## src/rtl/sdram_config_regs_pkg.sv

```systemverilog
// sdram_config_pkg: shared definitions for the SDRAM configuration register bank.
//   - reg_idx_e       register indices on the data_m bus
//   - STAT_* / CTRL_* bit positions inside STATUS and CONTROL
//   - reinit_state_e  states of the re-initialisation handshake FSM
//   - REINIT_TIMEOUT  terminal value of the reinit timeout counter
package sdram_config_pkg;

    typedef enum logic [1:0] {
        REG_STATUS           = 2'd0,
        REG_CONTROL          = 2'd1,
        REG_REFRESH_INTERVAL = 2'd2,
        REG_REFRESH_COUNT    = 2'd3
    } reg_idx_e;

    localparam int STAT_CONFIG_DONE  = 0;
    localparam int STAT_REINIT_BUSY  = 1;
    localparam int STAT_REINIT_FAIL  = 2;

    localparam int CTRL_REINIT       = 0;
    localparam int CTRL_SELF_REFRESH = 1;
    localparam int CTRL_CLR_FAIL     = 2;

    typedef enum logic [1:0] {
        RS_IDLE      = 2'd0,
        RS_REQ       = 2'd1,
        RS_WAIT_LOW  = 2'd2,
        RS_WAIT_DONE = 2'd3
    } reinit_state_e;

    localparam logic [15:0] REINIT_TIMEOUT = 16'hFFFF;

endpackage

```

## src/rtl/sdram_config_regs_if.sv

```systemverilog
// sdram_config_regs_if: CPU data_m register bus.
//   cs/addr/data_in/bytesel/wr_en/access driven by the CPU side (master),
//   data_out/ack returned by the register bank (slave).
interface sdram_config_regs_if #(
    parameter int DATA_WIDTH = 16,
    parameter int ADDR_WIDTH = 2
);
    logic                    cs;
    logic [ADDR_WIDTH-1:0]   addr;
    logic [DATA_WIDTH-1:0]   data_in;
    logic [DATA_WIDTH/8-1:0] bytesel;
    logic [DATA_WIDTH-1:0]   data_out;
    logic                    wr_en;
    logic                    access;
    logic                    ack;

    modport master (
        output cs, addr, data_in, bytesel, wr_en, access,
        input  data_out, ack
    );

    modport slave (
        input  cs, addr, data_in, bytesel, wr_en, access,
        output data_out, ack
    );
endinterface

```

## src/rtl/sdram_config_regs_reinit_fsm.sv

```systemverilog
// sdram_reinit_fsm: software-triggered re-initialisation handshake with the
// SDRAM controller, plus a 16-bit timeout and the sticky failure flag.
//   clk, reset      clock, async active-high reset
//   start           committed CONTROL write with REINIT set (ignored unless idle)
//   clr_fail        committed CONTROL write with CLR_FAIL set
//   reinit_ack      controller accepted the request
//   config_done     controller initialisation complete
//   reinit_req      request to the controller (high in REQ only)
//   busy            FSM not idle
//   fail            sticky timeout flag
module sdram_reinit_fsm
    import sdram_config_pkg::*;
(
    input  logic clk,
    input  logic reset,
    input  logic start,
    input  logic clr_fail,
    input  logic reinit_ack,
    input  logic config_done,
    output logic reinit_req,
    output logic busy,
    output logic fail
);
    localparam logic [1:0] ST_IDLE      = RS_IDLE;
    localparam logic [1:0] ST_REQ       = RS_REQ;
    localparam logic [1:0] ST_WAIT_LOW  = RS_WAIT_LOW;
    localparam logic [1:0] ST_WAIT_DONE = RS_WAIT_DONE;

    logic [1:0]  state;
    logic [15:0] tmo;

    always_ff @(posedge clk or posedge reset) begin
        if (reset) begin
            state <= ST_IDLE;
            tmo   <= '0;
            fail  <= 1'b0;
        end else begin
            if (clr_fail)
                fail <= 1'b0;
            case (state)
                ST_IDLE: begin
                    tmo <= '0;
                    if (start)
                        state <= ST_REQ;
                end
                ST_REQ: begin
                    tmo <= '0;
                    if (reinit_ack)
                        state <= ST_WAIT_LOW;
                end
                // The timeout spans both wait states, so it is not cleared
                // between them; expiry takes priority over a normal exit.
                ST_WAIT_LOW, ST_WAIT_DONE: begin
                    tmo <= tmo + 16'd1;
                    if (tmo == REINIT_TIMEOUT) begin
                        state <= ST_IDLE;
                        fail  <= 1'b1;
                    end else if (state == ST_WAIT_LOW && !config_done)
                        state <= ST_WAIT_DONE;
                    else if (state == ST_WAIT_DONE && config_done)
                        state <= ST_IDLE;
                end
                default: state <= ST_IDLE;
            endcase
        end
    end

    // Decoded straight from the state flop so reset drops the request at once.
    assign reinit_req = (state == ST_REQ);
    assign busy       = (state != ST_IDLE);
endmodule

```

## src/rtl/sdram_config_regs.sv

```systemverilog
// sdram_config_regs: SDRAM configuration/status register bank on data_m.
//   clk, reset        clock, async active-high reset
//   bus               data_m register bus (slave side)
//   config_done       controller init complete (sampled once into STATUS)
//   refresh_done      one pulse per completed auto-refresh
//   reinit_req/ack    re-initialisation handshake
//   self_refresh_en   CONTROL.SELF_REFRESH
//   refresh_interval  REFRESH_INTERVAL register
// Optional: SDRAM_CONFIG_REFRESH_COUNT_EN enables the REFRESH_COUNT counter
// at index 3; without it index 3 reads 0 and refresh_done is ignored.
module sdram_config_regs
    import sdram_config_pkg::*;
#(
    parameter int                    DATA_WIDTH             = 16,
    parameter int                    ADDR_WIDTH             = 2,
    parameter logic [DATA_WIDTH-1:0] REFRESH_INTERVAL_RESET = DATA_WIDTH'(16'd780),
    parameter int                    COUNT_WIDTH            = 16
) (
    input  logic                   clk,
    input  logic                   reset,
    sdram_config_regs_if.slave     bus,
    input  logic                   config_done,
    input  logic                   refresh_done,
    output logic                   reinit_req,
    input  logic                   reinit_ack,
    output logic                   self_refresh_en,
    output logic [DATA_WIDTH-1:0]  refresh_interval
);
    localparam int NUM_BYTES = DATA_WIDTH / 8;

    logic take, wr, rd;
    logic hit_status, hit_ctrl, hit_ivl, hit_cnt;
    logic ctrl_lo_wr, cfg_done_q, busy, fail;
    logic [DATA_WIDTH-1:0] rdata;
    logic [NUM_BYTES-1:0][7:0] interval_q;

    // ack is high for the cycle after a take, which blocks an immediate
    // re-take of a still-held request.
    assign take = bus.cs && bus.access && !bus.ack;
    assign wr   = take && bus.wr_en;
    assign rd   = take && !bus.wr_en;

    assign hit_status = (bus.addr == ADDR_WIDTH'(REG_STATUS));
    assign hit_ctrl   = (bus.addr == ADDR_WIDTH'(REG_CONTROL));
    assign hit_ivl    = (bus.addr == ADDR_WIDTH'(REG_REFRESH_INTERVAL));
    assign hit_cnt    = (bus.addr == ADDR_WIDTH'(REG_REFRESH_COUNT));

    // All CONTROL bits live in byte lane 0.
    assign ctrl_lo_wr = wr && hit_ctrl && bus.bytesel[0];

    always_ff @(posedge clk or posedge reset) begin
        if (reset) begin
            bus.ack         <= 1'b0;
            bus.data_out    <= '0;
            cfg_done_q      <= 1'b0;
            self_refresh_en <= 1'b0;
        end else begin
            bus.ack      <= take;
            bus.data_out <= rd ? rdata : '0;
            cfg_done_q   <= config_done;
            if (ctrl_lo_wr)
                self_refresh_en <= bus.data_in[CTRL_SELF_REFRESH];
        end
    end

    for (genvar g = 0; g < NUM_BYTES; g++) begin : g_lane
        always_ff @(posedge clk or posedge reset) begin
            if (reset)
                interval_q[g] <= REFRESH_INTERVAL_RESET[g*8 +: 8];
            else if (wr && hit_ivl && bus.bytesel[g])
                interval_q[g] <= bus.data_in[g*8 +: 8];
        end
    end
    assign refresh_interval = interval_q;

`ifdef SDRAM_CONFIG_REFRESH_COUNT_EN
    logic [COUNT_WIDTH-1:0] refresh_cnt;

    // A clearing write beats a coincident refresh pulse.
    always_ff @(posedge clk or posedge reset) begin
        if (reset)
            refresh_cnt <= '0;
        else if (wr && hit_cnt)
            refresh_cnt <= '0;
        else if (refresh_done && refresh_cnt != '1)
            refresh_cnt <= refresh_cnt + 1'b1;
    end
`else
    logic unused_refresh_done;
    assign unused_refresh_done = refresh_done;
`endif

    always_comb begin
        rdata = '0;
        if (hit_status) begin
            rdata[STAT_CONFIG_DONE] = cfg_done_q;
            rdata[STAT_REINIT_BUSY] = busy;
            rdata[STAT_REINIT_FAIL] = fail;
        end else if (hit_ctrl) begin
            rdata[CTRL_SELF_REFRESH] = self_refresh_en;
        end else if (hit_ivl) begin
            rdata = interval_q;
        end
`ifdef SDRAM_CONFIG_REFRESH_COUNT_EN
        else if (hit_cnt) begin
            rdata = DATA_WIDTH'(refresh_cnt);
        end
`endif
    end

    sdram_reinit_fsm u_reinit (
        .clk         (clk),
        .reset       (reset),
        .start       (ctrl_lo_wr && bus.data_in[CTRL_REINIT]),
        .clr_fail    (ctrl_lo_wr && bus.data_in[CTRL_CLR_FAIL]),
        .reinit_ack  (reinit_ack),
        .config_done (config_done),
        .reinit_req  (reinit_req),
        .busy        (busy),
        .fail        (fail)
    );
endmodule

```

## src/flat_wrapper.sv

```systemverilog
// flat-port wrapper written by rule: the top's interface ports become plain ports
module sdram_config_regs_flat import sdram_config_pkg::*;
#(
    parameter int                    DATA_WIDTH             = 16,
    parameter int                    ADDR_WIDTH             = 2,
    parameter logic [DATA_WIDTH-1:0] REFRESH_INTERVAL_RESET = DATA_WIDTH'(16'd780),
    parameter int                    COUNT_WIDTH            = 16
)
  (clk, reset, config_done, refresh_done, reinit_req, reinit_ack, self_refresh_en, refresh_interval, bus_cs, bus_addr, bus_data_in, bus_bytesel, bus_wr_en, bus_access, bus_data_out, bus_ack);
  sdram_config_regs_if #(.DATA_WIDTH(DATA_WIDTH), .ADDR_WIDTH(ADDR_WIDTH)) bus_i ();
  input  logic clk;
  input  logic reset;
  input  logic config_done;
  input  logic refresh_done;
  output logic reinit_req;
  input  logic reinit_ack;
  output logic self_refresh_en;
  output logic [DATA_WIDTH-1:0] refresh_interval;
  input wire logic [$bits(bus_i.cs)-1:0] bus_cs;
  input wire logic [$bits(bus_i.addr)-1:0] bus_addr;
  input wire logic [$bits(bus_i.data_in)-1:0] bus_data_in;
  input wire logic [$bits(bus_i.bytesel)-1:0] bus_bytesel;
  input wire logic [$bits(bus_i.wr_en)-1:0] bus_wr_en;
  input wire logic [$bits(bus_i.access)-1:0] bus_access;
  output wire logic [$bits(bus_i.data_out)-1:0] bus_data_out;
  output wire logic [$bits(bus_i.ack)-1:0] bus_ack;
  assign bus_i.cs = bus_cs;
  assign bus_i.addr = bus_addr;
  assign bus_i.data_in = bus_data_in;
  assign bus_i.bytesel = bus_bytesel;
  assign bus_i.wr_en = bus_wr_en;
  assign bus_i.access = bus_access;
  assign bus_data_out = bus_i.data_out;
  assign bus_ack = bus_i.ack;
  sdram_config_regs #(.DATA_WIDTH(DATA_WIDTH), .ADDR_WIDTH(ADDR_WIDTH), .REFRESH_INTERVAL_RESET(REFRESH_INTERVAL_RESET), .COUNT_WIDTH(COUNT_WIDTH)) u_core (.clk(clk), .reset(reset), .bus(bus_i), .config_done(config_done), .refresh_done(refresh_done), .reinit_req(reinit_req), .reinit_ack(reinit_ack), .self_refresh_en(self_refresh_en), .refresh_interval(refresh_interval));
endmodule
```

## config.mk

```make
export PLATFORM = sky130hd
export DESIGN_NAME = sdram_config_regs_flat
export DESIGN_NICKNAME = d
export VERILOG_FILES = /design/src/rtl/sdram_config_regs_pkg.sv /design/src/rtl/sdram_config_regs_if.sv /design/src/rtl/sdram_config_regs_reinit_fsm.sv /design/src/rtl/sdram_config_regs.sv /design/src/flat_wrapper.sv
export SDC_FILE = /design/constraint.sdc
export NUM_CORES = 1
export LEC_CHECK = 0
export CORE_MARGIN = 2
export CORE_UTILIZATION = 51
export DETAILED_ROUTE_END_ITERATION = 12
export HOLD_SLACK_MARGIN = 0.08
export PLACE_DENSITY = 0.84
export SLEW_MARGIN = 20
export SYNTH_ARGS = -nofsm -noshare
export SYNTH_HDL_FRONTEND = slang
export SYNTH_SLANG_ARGS = --single-unit
```

## constraint.sdc

```tcl
create_clock -name clk -period 3.4 [get_ports clk]
set_clock_uncertainty 0.1 [all_clocks]
set_input_delay 0.68 -clock clk [delete_from_list [all_inputs] [get_ports clk]]
set_output_delay 0.68 -clock clk [all_outputs]
set_load 0.005 [all_outputs]
```

# Yosys cells after proc, flatten, opt, wreduce, memory -nomap -nowiden
# Index checks and enable logic that the tools add are counted.
# op_classes
n_addsub,1
eq_ne,9
muxes,17
n_reduce_logical,22
# ops
op,n
2-to-1 mux 16 bit,2
one-hot mux 16 bit (2 select lines),1
"adder 16 x 1 -> 16 bit, second input constant",1
"== test 16 bit, second input constant",1
2-to-1 mux 14 bit,1
logical AND 1 bit,13
2-to-1 mux 13 bit,1
2-to-1 mux 2 bit,5
"== test 2 bit, second input constant",3
one-hot mux 2 bit (3 select lines),1
2-to-1 mux 1 bit,5
"== test 2 x 1 -> 1 bit, second input constant",2
logical NOT 2 bit,2
"inequality test 4 bit, second input constant",1
OR reduction 2 bit,2
logical NOT 1 bit,3
2-to-1 mux 3 bit,1
AND reduction 3 bit,1
"inequality test 2 x 1 -> 1 bit, second input constant",1
"inequality test 2 bit, second input constant",1
nonzero test 2 bit,1
# totals
reg_bits,54
output_inout_bits,35
wordCells,58

# Longest topological paths before layout
# depth
depth_word,9
depth_mapped,5
depth_no_buf,4

# Cells and area by module
# A second synthesis with hierarchy kept.
# unflattened
hier_cells,180
hier_area_um2,2376.0
# by_module_without_submodules
module,instances,cells_each,area_each_um2,seq_area_each_um2
sdram_config_regs,1,89,1397.6,880.8
sdram_reinit_fsm,1,91,978.4,475.5

# Worst setup path before layout
# No wires, ideal clock.
# synth_path
path_kind,input to register
start,in bus_addr[1]
end,"reg u_core.interval_q, in the netlist u_core.refresh_interval[10]"
setup_ns,0.125
t_arrival_ns,1.623
required_time_ns,3.175
setup_slack_ns,1.552
path_stages,4
cell_sequence,buf_2 nand2b_2 nor3_4 mux2_2
# synth_between
elab_chain_cells,3
# synth_lines
element,line,source
"start, declared",flat_wrapper.sv:20,input wire logic [$bits(bus_i.addr)-1:0] bus_addr;
== test 2 bit,sdram_config_regs.sv:45,assign hit_ivl = (bus.addr == ADDR_WIDTH'(REG_REFRESH_INTERVAL));
logical AND 1 bit (2 in series),sdram_config_regs.sv:70,else if (wr && hit_ivl && bus.bytesel[g])
"end signal, assigned by index",sdram_config_regs.sv:69,interval_q[g] <= REFRESH_INTERVAL_RESET[g*8 +: 8];
"end signal, assigned by index",sdram_config_regs.sv:71,interval_q[g] <= bus.data_in[g*8 +: 8];
"end, declared",sdram_config_regs.sv:35,logic [NUM_BYTES-1:0][7:0] interval_q;
# Every way passes these cells.
# A chain may end at the register's enable or synchronous reset.

# Worst setup path after layout
# layout_path
start,reg u_core.u_reinit.state[1]
end,out reinit_req
# layout_between
elab_chain_cells,1
# layout_lines
element,line,source
"start, declared",sdram_config_regs_reinit_fsm.sv:29,logic [1:0] state;
"start signal, assigned",sdram_config_regs_reinit_fsm.sv:34,state <= ST_IDLE;
"start signal, assigned",sdram_config_regs_reinit_fsm.sv:44,state <= ST_REQ;
"start signal, assigned",sdram_config_regs_reinit_fsm.sv:49,state <= ST_WAIT_LOW;
== test 2 x 1 -> 1 bit,sdram_config_regs_reinit_fsm.sv:69,assign reinit_req = (state == ST_REQ);
"end, declared",flat_wrapper.sv:15,output logic reinit_req;
# Every way passes these cells.

==> impl_metrics.yaml <==
status:
  status: "finished, final reports clean"
clock_tree:
  cts_setup_buffers: 0
  clk_pin_slew_ns: 0.09
  cts_sinks: 54
  clkLatencyLatePin_ns: 0.30
  hold_buffers: 0
  cts_tree: "yes"
  ctsRootBufferMaster: "clkbuf_8"
  htreeDepth: 2
  cts_buffers: 5
  ctsResizeCount: 0
  max-clock-path-buffers: 2
sta:
  rsz0062_at_grt: "no"
  relSlewSlack: 0.624
  setup_viol: 0
  worst_pin_slew_ns: 0.559
  finalHoldViolCount: 0
  finalMaxSlewViolations: 0
  fin_ws_ns: 1.01
  min_period_ns: 2.39
  hold_slack_ns: 0.404
  max_freq_mhz: 418
  finalCritPeriodShare: 0.704
  tns_ns: 0
power_and_ir_drop:
  comb_power_share: 0.185
  p_switching_w: 0.000382
  power_density_mw_per_mm2: 482
  p_clk_frac: 0.284
  swShare: 0.258
  seqPwrFrac: 0.531
  p_int_w: 0.00110
  vdd_drop_max_mv: 0.363
  p_leak_nw: 1.31
yosys:
  syn_inst: 183
  ys_ff_latch: 54
  synth_top_area_frac: 0.549
  synthFlopType: "dfrtp_1"
  synth_area_leaders: "dfrtp_1 (55%), mux2_2 (8.4%), dfstp_2 (4.6%)"
  synth-async-reset-ratio: 1.00
  syn_area_per_cell_sq_um: 12.4
  syn_nets: 212
  yosys.area.top_type: "dfrtp_1"
  syn_area_sq_mm: 0.00228
  synth_cell_type_count: 36
  yosysWarnings: 0
  yosysSeqAreaShare: 0.596
  synth_edf_count: 0
global_routing:
  grt_pass1_wl_microns: 7430
  grt-ovfl-total: 0
  grt_max_degree: 55
  track_usage: 0.191
  antenna_found_initial: 0
  grt_pass1_vias: 1519
final_layout:
  area_growth_pct: 34.8
  drive_gt1_frac: 0.153
  nets: 277
  fin_cells: 301
  antenna_cells: 0
  fillers: 333
place:
  pre_cts_slack_ns: 0.871
  gp_congestion: 0.758
  place_hpwl_microns: 3110
  place_inst: 293
  io_buffers: 61
floorplanning:
  num_rows: 24
  dieArea_sq_mm: 0.00502
  die_w_microns: 70.8
  start_util: 0.527
  coreArea_sq_mm: 0.00432
  ios: 63
  die_y_microns: 70.8
drt:
  drtAntennaViolNets: 0
  num_vias: 1631
  drtIter0Drc: 110
  wire_per_inst_microns: 15.0
  via_per_inst: 5.42
  wirelength_microns: 4520
  dr.pass1.iters: 4
  drc: 0
critical_path:
  cp.arrival_ns: 1.61
  critPathMaxFanout: 16
  cp-start-kind: "flop"
  worstSetupPathType: "reg2out"
  crit_required_ns: 2.62
  endpoint_kind: "primary output"
worst_hold_path:
  min_path_type: "reg2reg"
flow_run:
  cap_violations: 0
power groups by stage:
| stage | Sequential [W] | Clock (W) | Combinational [W] |
|---|---|---|---|
| 2_1_floorplan | 0.000775 | 0 | 0.000138 |
| 3_3_place_gp | 0.000792 | 0 | 0.000272 |
| 3_5_place_dp | 0.000796 | 0 | 0.000277 |
| 4_1_cts | 0.000784 | 0.000429 | 0.000279 |
| 5_1_grt | 0.000796 | 0.000453 | 0.000307 |
| 6_report | 0.000786 | 0.000420 | 0.000274 |
critical path: stages, from the launching register on:
cell	delay, ns
dfrtp_1	0.57
nor2b_1	0.22
clkdlybuf4s50_1	0.52
metal layers:
layer | up-vias | track usage | routed length (microns)
met5 | - | 0 | 0
met2 | 56 | 0.300 | 2210
li1 | 778 | - | -
met4 | 0 | 0.0440 | 42
met3 | 4 | 0.0499 | 260
met1 | 793 | 0.271 | 2010
final timing paths:
path	startpoint	endpoint	slack (ns)	depth (start not counted)
min reg2reg	u_core.u_reinit.tmo[0]$_DFF_PP0_	u_core.u_reinit.tmo[0]$_DFF_PP0_	0.40	1
max in group asynchronous	reset	u_core.refresh_interval[8]$_DFFE_PP1P_	2.29	3
min in group asynchronous	reset	u_core.bus.data_out[14]$_DFF_PP0_	0.63	3
max reg2reg	u_core.u_reinit.tmo[0]$_DFF_PP0_	u_core.u_reinit.state[1]$_DFFE_PP0P_	1.58	4
min	u_core.u_reinit.tmo[0]$_DFF_PP0_	u_core.u_reinit.tmo[0]$_DFF_PP0_	0.40	1
max	u_core.u_reinit.state[1]$_DFFE_PP0P_	reinit_req	1.01	2
Yosys cell counts, types with 2 or more instances:
library cell   n
or4_1          4
dfrtp_1       50
nor4_1         7
or3_1          3
mux2i_1        6
nor3_4         2
nand3_1        5
buf_2          2
nand2b_1       4
a21oi_1        7
clkbuf_1       3
inv_1          6
nand4_1        2
nor2b_1        2
dfstp_2        4
o31ai_1        5
nand2_1       13
mux2_2        17
and2_1        14
o21ai_0        4
xnor2_1        2
nor2_1         5
nor3_1         3
sequential cells by signal (all words and copies together), names as in the netlist:
register / flops
u_core.refresh_interval: 16
u_core.u_reinit.tmo: 16
u_core.bus.data_out: 16
u_core.u_reinit.state: 2
u_core.bus.ack: 1
u_core.self_refresh_en: 1
u_core.u_reinit.fail: 1
u_core.cfg_done_q: 1
cell usage in the layout (no fill, tap or decap), drive strengths merged, types with 2 or more instances in the layout:
cell	instances
buf	2
or4	4
inv	6
nor3	5
nor2	5
mux2i	6
nand4	4
clkdlybuf4s50	61
a21oi	7
nand3b	2
nor4	7
o21ai	4
clkbuf	6
mux2	17
dfrtp	50
nor2b	2
xnor2	2
nand2	13
dfstp	4
nand2b	5
nand3	6
and2	14
o31ai	5
or3	3
stage by stage:
stage               area (sq um)  utilization  total power (W)
floorplan                   2280            -         0.000913
global route                3070        0.710          0.00156
finish                      3070        0.710          0.00148
global placement            2960        0.684          0.00106
detailed placement          2960        0.684          0.00107
CTS                         3070        0.710          0.00149
cell families after synthesis:
logic type,count (synthesis),share of synthesized area
adders and majority gates,1,0.00549
DFF,54,0.596
buffers and inverters,11,0.0192
AOI/OAI and AO/OA,19,0.0522
muxes,23,0.110
xor gates and xnor gates,3,0.0115
and+or+nand+nor,72,0.205
layout make-up:
type | count | area (sq um) | area share
timing repair buffer | 63 | 638 | 0.208
inverter | 6 | 22.5 | 0.00734
sequential | 54 | 1360 | 0.442
clock buffer | 6 | 72.6 | 0.0236
multi-input combinational | 118 | 877 | 0.286
clock inverter | 2 | 37.5 | 0.0122
tap | 52 | 65.1 | 0.0212
Note: power is estimated with default switching activity, not from simulation.
